[src/rtl/ula_arbiter.sv]
// ---------------------------------------------------------------------------
// ula_arbiter
// Shares one ULA between two requesters (port 0: execute stage, port 1:
// address/branch unit). A request sampled in IDLE is granted round-robin,
// its operands/opcode are registered onto the ULA inputs and acked. One
// cycle later the ULA result is captured and returned tagged with the
// owner's ID. At most one operation every two cycles.
//
// Ports:
//   clock, reset          rising-edge clock, synchronous active-low reset
//   req0/a0/b0/op0/ack0   requester 0 request, operands, opcode, accept pulse
//   req1/a1/b1/op1/ack1   requester 1 request, operands, opcode, accept pulse
//   ula_a/ula_b/ula_opcode registered operands and opcode driven to the ULA
//   ula_out/ula_flag      combinational ULA result and flag
//   res_valid             one-cycle pulse, result fields valid
//   res_data/res_flag     captured ULA result and flag
//   res_id                requester that owns the result
//   busy                  high while an operation occupies the ULA
// ---------------------------------------------------------------------------
module ula_arbiter #(
    parameter int WIDTH = 32,
    parameter int OPW   = 5
) (
    input  logic             clock,
    input  logic             reset,
    input  logic             req0,
    input  logic [WIDTH-1:0] a0,
    input  logic [WIDTH-1:0] b0,
    input  logic [OPW-1:0]   op0,
    output logic             ack0,
    input  logic             req1,
    input  logic [WIDTH-1:0] a1,
    input  logic [WIDTH-1:0] b1,
    input  logic [OPW-1:0]   op1,
    output logic             ack1,
    output logic [WIDTH-1:0] ula_a,
    output logic [WIDTH-1:0] ula_b,
    output logic [OPW-1:0]   ula_opcode,
    input  logic [WIDTH-1:0] ula_out,
    input  logic             ula_flag,
    output logic             res_valid,
    output logic [WIDTH-1:0] res_data,
    output logic             res_flag,
    output logic             res_id,
    output logic             busy
);

    typedef enum logic {IDLE, EXEC} state_t;

    state_t           state_q;
    logic             ptr_q;       // requester that wins the next tie
    logic             gid_q;       // owner of the operation in flight
    logic [WIDTH-1:0] ula_a_q;
    logic [WIDTH-1:0] ula_b_q;
    logic [OPW-1:0]   ula_op_q;
    logic             ack0_q;
    logic             ack1_q;
    logic             res_valid_q;
    logic [WIDTH-1:0] res_data_q;
    logic             res_flag_q;
    logic             res_id_q;
    logic             busy_q;

    logic             any_req;
    logic             grant_d;     // winner if requests are sampled this edge

    // A lone request wins outright; a tie goes to the pointer.
    always_comb begin
        any_req = req0 | req1;
        if (req0 && req1) begin
            grant_d = ptr_q;
        end else begin
            grant_d = req1;
        end
    end

    always_ff @(posedge clock) begin
        if (!reset) begin
            state_q     <= IDLE;
            ptr_q       <= 1'b0;
            gid_q       <= 1'b0;
            ula_a_q     <= '0;
            ula_b_q     <= '0;
            ula_op_q    <= '0;
            ack0_q      <= 1'b0;
            ack1_q      <= 1'b0;
            res_valid_q <= 1'b0;
            res_data_q  <= '0;
            res_flag_q  <= 1'b0;
            res_id_q    <= 1'b0;
            busy_q      <= 1'b0;
        end else begin
            case (state_q)
                IDLE: begin
                    ack0_q      <= 1'b0;
                    ack1_q      <= 1'b0;
                    res_valid_q <= 1'b0;
                    if (any_req) begin
                        ula_a_q  <= grant_d ? a1  : a0;
                        ula_b_q  <= grant_d ? b1  : b0;
                        ula_op_q <= grant_d ? op1 : op0;
                        ack0_q   <= ~grant_d;
                        ack1_q   <= grant_d;
                        busy_q   <= 1'b1;
                        gid_q    <= grant_d;
                        ptr_q    <= ~grant_d;
                        state_q  <= EXEC;
                    end
                end
                EXEC: begin
                    // ULA inputs were registered last edge, so its output is
                    // settled now; requests are deliberately ignored here.
                    res_data_q  <= ula_out;
                    res_flag_q  <= ula_flag;
                    res_id_q    <= gid_q;
                    res_valid_q <= 1'b1;
                    ack0_q      <= 1'b0;
                    ack1_q      <= 1'b0;
                    busy_q      <= 1'b0;
                    state_q     <= IDLE;
                end
                default: begin
                    state_q <= IDLE;
                end
            endcase
        end
    end

    assign ack0       = ack0_q;
    assign ack1       = ack1_q;
    assign ula_a      = ula_a_q;
    assign ula_b      = ula_b_q;
    assign ula_opcode = ula_op_q;
    assign res_valid  = res_valid_q;
    assign res_data   = res_data_q;
    assign res_flag   = res_flag_q;
    assign res_id     = res_id_q;
    assign busy       = busy_q;

endmodule

[config.mk]
export PLATFORM = sky130hd
export DESIGN_NAME = ula_arbiter
export DESIGN_NICKNAME = d
export VERILOG_FILES = /design/src/rtl/ula_arbiter.sv
export SDC_FILE = /design/constraint.sdc
export NUM_CORES = 1
export LEC_CHECK = 0
export ABC_CLOCK_PERIOD_IN_PS = 1400
export BUFFER_PORTS_ARGS = -buffer_cell sky130_fd_sc_hd__buf_2
export CORE_UTILIZATION = 39
export DETAILED_ROUTE_END_ITERATION = 10
export HOLD_SLACK_MARGIN = 0.08
export PLACE_DENSITY = 0.82
export SYNTH_ARGS = -nofsm -noshare
export SYNTH_HDL_FRONTEND = slang
export SYNTH_SLANG_ARGS = --single-unit
[constraint.sdc]
create_clock -name clock -period 1.4 [get_ports clock]
set_clock_uncertainty 0.15 [all_clocks]
set_input_delay 0.07 -clock clock [delete_from_list [all_inputs] [get_ports clock]]
set_output_delay 0.07 -clock clock [all_outputs]
set_load 0.005 [all_outputs]
Word-level counts from Yosys, hierarchy flattened
Index checks and enable logic that the tools add are counted.

storage, ports and cells
  bits in registers = 110
  input bits = 175
  output and inout port bits = 107
  logic and storage cells = 32

operators by class
  eq/ne operators = 1
  multiplexer cells = 13
  bitwise gates (word level) = 3
  reductions and logical operators = 2

operator list
  cell                  number
  $mux W32              2
  $pmux W1 S2           5
  $mux W1               5
  $mux W5               1
  $ne A2 B2 Y1 const B  1
  $not A1 Y1            2
  $reduce_and A2 Y1     1
  $logic_and A1 B1 Y1   1
  $or A1 B1 Y1          1

Longest topological paths before layout
  depth after elaboration = 5
  depth in mapped cells = 6
  gate-level depth less buffers = 3

Worst setup path before layout
Ideal clock, no wire load.

  path type = register to register
  start = register state_q
  end = register ula_a_q[10] (netlist: ula_a[10])
  library setup time = 0.122 ns
  arrival = 1.043 ns
  required time = 1.128 ns
  slack = 0.086 ns
  stages on the path, launching flop included = 7
  path buffers = 3
  period minus slack after synthesis = 1.314 ns
  cell sequence = dfxtp_1 > buf_6 > o21bai_4 > buf_6 > buf_6 > a31oi_1 > a21oi_1

between the ends
  cells in the longest elaborated chain, start to end = 2

RTL lines
  item                         RTL line  source
  start: declaration           50        state_t state_q;
  start signal: assignment     79        state_q <= IDLE;
  start signal: assignment     107       state_q <= EXEC;
  start signal: assignment     120       state_q <= IDLE;
  $not A1 Y1 (no line)         --
  $reduce_and A2 Y1 (no line)  --
  end signal: assignment       99        ula_a_q <= grant_d ? a1 : a0;
  end: declaration             53        logic [WIDTH-1:0] ula_a_q;

Every way passes these cells.
A chain may end at the register's enable or synchronous reset.

Final worst setup path
  start = register ptr_q
  end = register ula_b_q[11] (netlist: ula_b[11])

between the ends
  cells in the longest elaborated chain, start to end = 2

RTL lines
  item                      RTL line  source
  start: declaration        51        logic ptr_q;
  start signal: assignment  106       ptr_q <= ~grant_d;
  $mux W1                   70        if (req0 && req1) begin
  $mux W32                  100       ula_b_q <= grant_d ? b1 : b0;
  end signal: assignment    100
  end: declaration          54        logic [WIDTH-1:0] ula_b_q;

Every way passes these cells.

==> impl_metrics.json <==
{
  "status": "finished, violations left",
  "failed_checks": "setup timing",
  "hold_path_class": "in2reg",
  "detail_route.wl_per_cell_um": 18.8,
  "maxSlewViolCount": 0,
  "globalRouteMet2Util": 0.543,
  "grt_pass1_vias": 6134,
  "grtUsageMet3": 0.0935,
  "max_cap_violations": 0,
  "layout_setup_ws_ns": -0.0265,
  "timing.final.crit_share": 1.02,
  "numPortBuffers": 281,
  "setup_repair_after_global_routing_missed_its_margin": "true",
  "power_density_mw_per_mm2": 998,
  "synth_warnings": 0,
  "worst_slew_margin_rel": 0.751,
  "synth.top_cell.area_share": 0.481,
  "cp_slowest_stage_delay_ns": 0.32,
  "clkLatencyLatePin_ns": 0.35,
  "cp_cell_sequence": "and2b_2 > buf_8 > o21ai_0 > a21oi_1",
  "cts-buffers-inserted": 9,
  "chipWidth_um": 110,
  "dieArea_mm2": 0.0122,
  "proportion_of_layout_cells_with_a_drive_suffix_above_1": 0.338,
  "rows": 39,
  "setup_cp_type": "reg2reg",
  "crit_path_start_kind": "register",
  "cp_data_required_time_ns": 1.51,
  "leakage_nw": 3.73,
  "die-height_um": 110,
  "drc_errors": 0,
  "detailroute.via_count": 6365,
  "cp-end-kind": "register",
  "setup_violations": 2,
  "insertedDiodeCount": 0,
  "grt_antenna_before_repair": 0,
  "path_delay_family": "compound AO/OA/AOI/OAI gates",
  "avg_cell_area_syn_um2": 8.58,
  "cts-root-buf": "sky130_fd_sc_hd__clkbuf_16",
  "critPathBufInv": 1,
  "synth_top_cell_by_area": "sky130_fd_sc_hd__dfxtp_1",
  "synth_fp_nets": 708,
  "boundaryPins": 282,
  "fillCellCount": 801,
  "max_freq_mhz": 701,
  "core-area_mm2": 0.0114,
  "final_hold_viol_count": 0,
  "synth.top_cells.by_area": "sky130_fd_sc_hd__dfxtp_1 (48%), sky130_fd_sc_hd__o21ai_0 (13%), sky130_fd_sc_hd__a31oi_1 (9.4%)",
  "busiest_layer": "met2",
  "ys_types": 20,
  "tritoncts_num_sinks": 110,
  "grt_first_pass_wirelength_um": 29700,
  "design.final.nets": 1130,
  "drtIter0Drc": 864,
  "seq_area_frac_synth": 0.481,
  "detailedPlacementHpwl_um": 9710,
  "post_synth_inst_count": 533,
  "arrival_time_worst_endpoint_ns": 1.53,
  "drt_pre_antenna_iters": 6,
  "global_route.overflow_total": 0,
  "tritoncts": "done",
  "gr-usage-met1": 0.350,
  "areaGrowthSynthToFinish_pct": 78.1,
  "postRouteAntennaNets": 0,
  "grt_max_degree": 49,
  "worstPathMaxFanout": 32,
  "area.sequential_mm2": 0.00220,
  "post-route-util": 0.713,
  "multi_input_area_mm2": 0.00206,
  "detail_route.wirelength_um": 20700,
  "slowest_stage": "sky130_fd_sc_hd__dfxtp_1",
  "maximum_vdd_drop_mv": 0.830,
  "start_util": 0.401,
  "number_of_buffers_between_clock_root_and_the_deepest_sink": 2,
  "finalCriticalPeriod_ns": 1.43,
  "post_synth_instance_area_mm2": 0.00457,
  "fin_worst_hold_slack_ns": 0.122,
  "cts_setup_buffers": 0,
  "detail_route.vias_per_cell": 5.77,
  "globalplace.congestion": 0.751,
  "htreeDepth": 3,
  "clock_transition_at_the_registers_of_the_reported_paths_ns": 0.08,
  "worst-slew-pin-transition_ns": 0.374,
  "synth.ff_latch_count": 110,
  "gr-usage-all-layers": 0.323
}
-- stage by stage --
step                      std cells  area, µm²  total power [mW]  setup TNS [ns]  setup slack (ns)
after global routing           1103       8150              8.46          -0.157           -0.0359
final                          1103       8150              8.13         -0.0274           -0.0265
after floorplan                 533       4570              4.39               0            0.0856
after detailed placement        915       6100              5.11               0            0.0287
after CTS                      1103       8110              7.99               0           0.00955
after global placement          915       6100              5.08               0            0.0878
-- tightest hold or removal path: cells and delay by family --
| family | cells | cell delay, ns |
|---|---|---|
| buf+inv | 2 | 0.36 |
| simple gates | 2 | 0.15 |
-- cell families after synthesis --
group / synth area share
multiplexers: 0.0744
AO/OA/AOI/OAI: 0.334
AND/OR/NAND/NOR: 0.0369
buffers and inverters: 0.0730
flip-flops: 0.481
-- area by class of cell --
cell class	instances	area share
multi-input combinational	360	0.253
sequential	110	0.271
inverter	3	0.00138
timing repair buffer	471	0.417
tap	143	0.0220
clock buffer	9	0.0276
clock inverter	7	0.00783
-- report_power, final --
group	internal [mW]	total (mW)	switching [mW]
registers	3.40	3.55	0.145
logic	1.04	2.04	0.997
clock network	1.25	2.55	1.29
total	5.70	8.13	2.43
-- sequential cells by signal, summed over array words and instances (netlist names) --
register    flops
ack1            1
res_flag        1
busy            1
res_id          1
ula_opcode      5
gid_q           1
ula_b          32
ack0            1
res_data       32
ula_a          32
state_q         1
ptr_q           1
res_valid       1
-- cell usage after synthesis --
cell type                  number
sky130_fd_sc_hd__buf_1          1
sky130_fd_sc_hd__and2b_1        1
sky130_fd_sc_hd__o21ai_1       16
sky130_fd_sc_hd__clkbuf_1      26
sky130_fd_sc_hd__mux2i_1       34
sky130_fd_sc_hd__nor2_1        38
sky130_fd_sc_hd__nand2b_1       1
sky130_fd_sc_hd__a211oi_2       1
sky130_fd_sc_hd__a21oi_1       72
sky130_fd_sc_hd__nand3_1        1
sky130_fd_sc_hd__buf_2         24
sky130_fd_sc_hd__inv_1          2
sky130_fd_sc_hd__nand2_1        2
sky130_fd_sc_hd__inv_2          1
sky130_fd_sc_hd__o21bai_4       1
sky130_fd_sc_hd__dfxtp_1      110
sky130_fd_sc_hd__o21ai_0      123
sky130_fd_sc_hd__buf_6          9
sky130_fd_sc_hd__a31oi_1       69
sky130_fd_sc_hd__o21ba_2        1
-- per-layer routing --
metal / up-vias / wire length [µm]
li1: 2791 / -
met1: 2896 / 7430
met2: 538 / 9960
met3: 140 / 2130
met4: 0 / 1180
met5: - / 0
-- final timing paths --
check                                         from                      to  slack [ns]  cells past startpoint
worst max register to register  ptr_q$_SDFFE_PN0P_  ula_b[11]$_SDFFE_PN0P_       -0.03                      4
worst min-delay path                          req1         ack1$_SDFF_PP0_        0.12                      4
worst max-delay path            ptr_q$_SDFFE_PN0P_  ula_b[11]$_SDFFE_PN0P_       -0.03                      4
worst min register to register  ptr_q$_SDFFE_PN0P_      ptr_q$_SDFFE_PN0P_        0.34                      2
-- repair_timing --
item                       in CTS  in global routing
hold buffers                  172                  0
setup endpoints to repair       0                 22
resized for setup               0                 10
hold endpoints to repair      103                  0
-- cell usage in the layout (no fill, tap or decap), types with 2 or more instances in the layout --
| master | instances |
|---|---|
| sky130_fd_sc_hd__nand2_1 | 2 |
| sky130_fd_sc_hd__mux2i_1 | 34 |
| sky130_fd_sc_hd__inv_1 | 2 |
| sky130_fd_sc_hd__buf_2 | 281 |
| sky130_fd_sc_hd__clkbuf_16 | 9 |
| sky130_fd_sc_hd__buf_12 | 10 |
| sky130_fd_sc_hd__dfxtp_1 | 109 |
| sky130_fd_sc_hd__a31oi_1 | 68 |
| sky130_fd_sc_hd__nor2_1 | 38 |
| sky130_fd_sc_hd__o21ai_1 | 18 |
| sky130_fd_sc_hd__buf_4 | 6 |
| sky130_fd_sc_hd__inv_8 | 3 |
| sky130_fd_sc_hd__a21oi_1 | 72 |
| sky130_fd_sc_hd__o21ai_0 | 120 |
| sky130_fd_sc_hd__dlygate4sd3_1 | 172 |
Power figures use the tool's default switching activity.
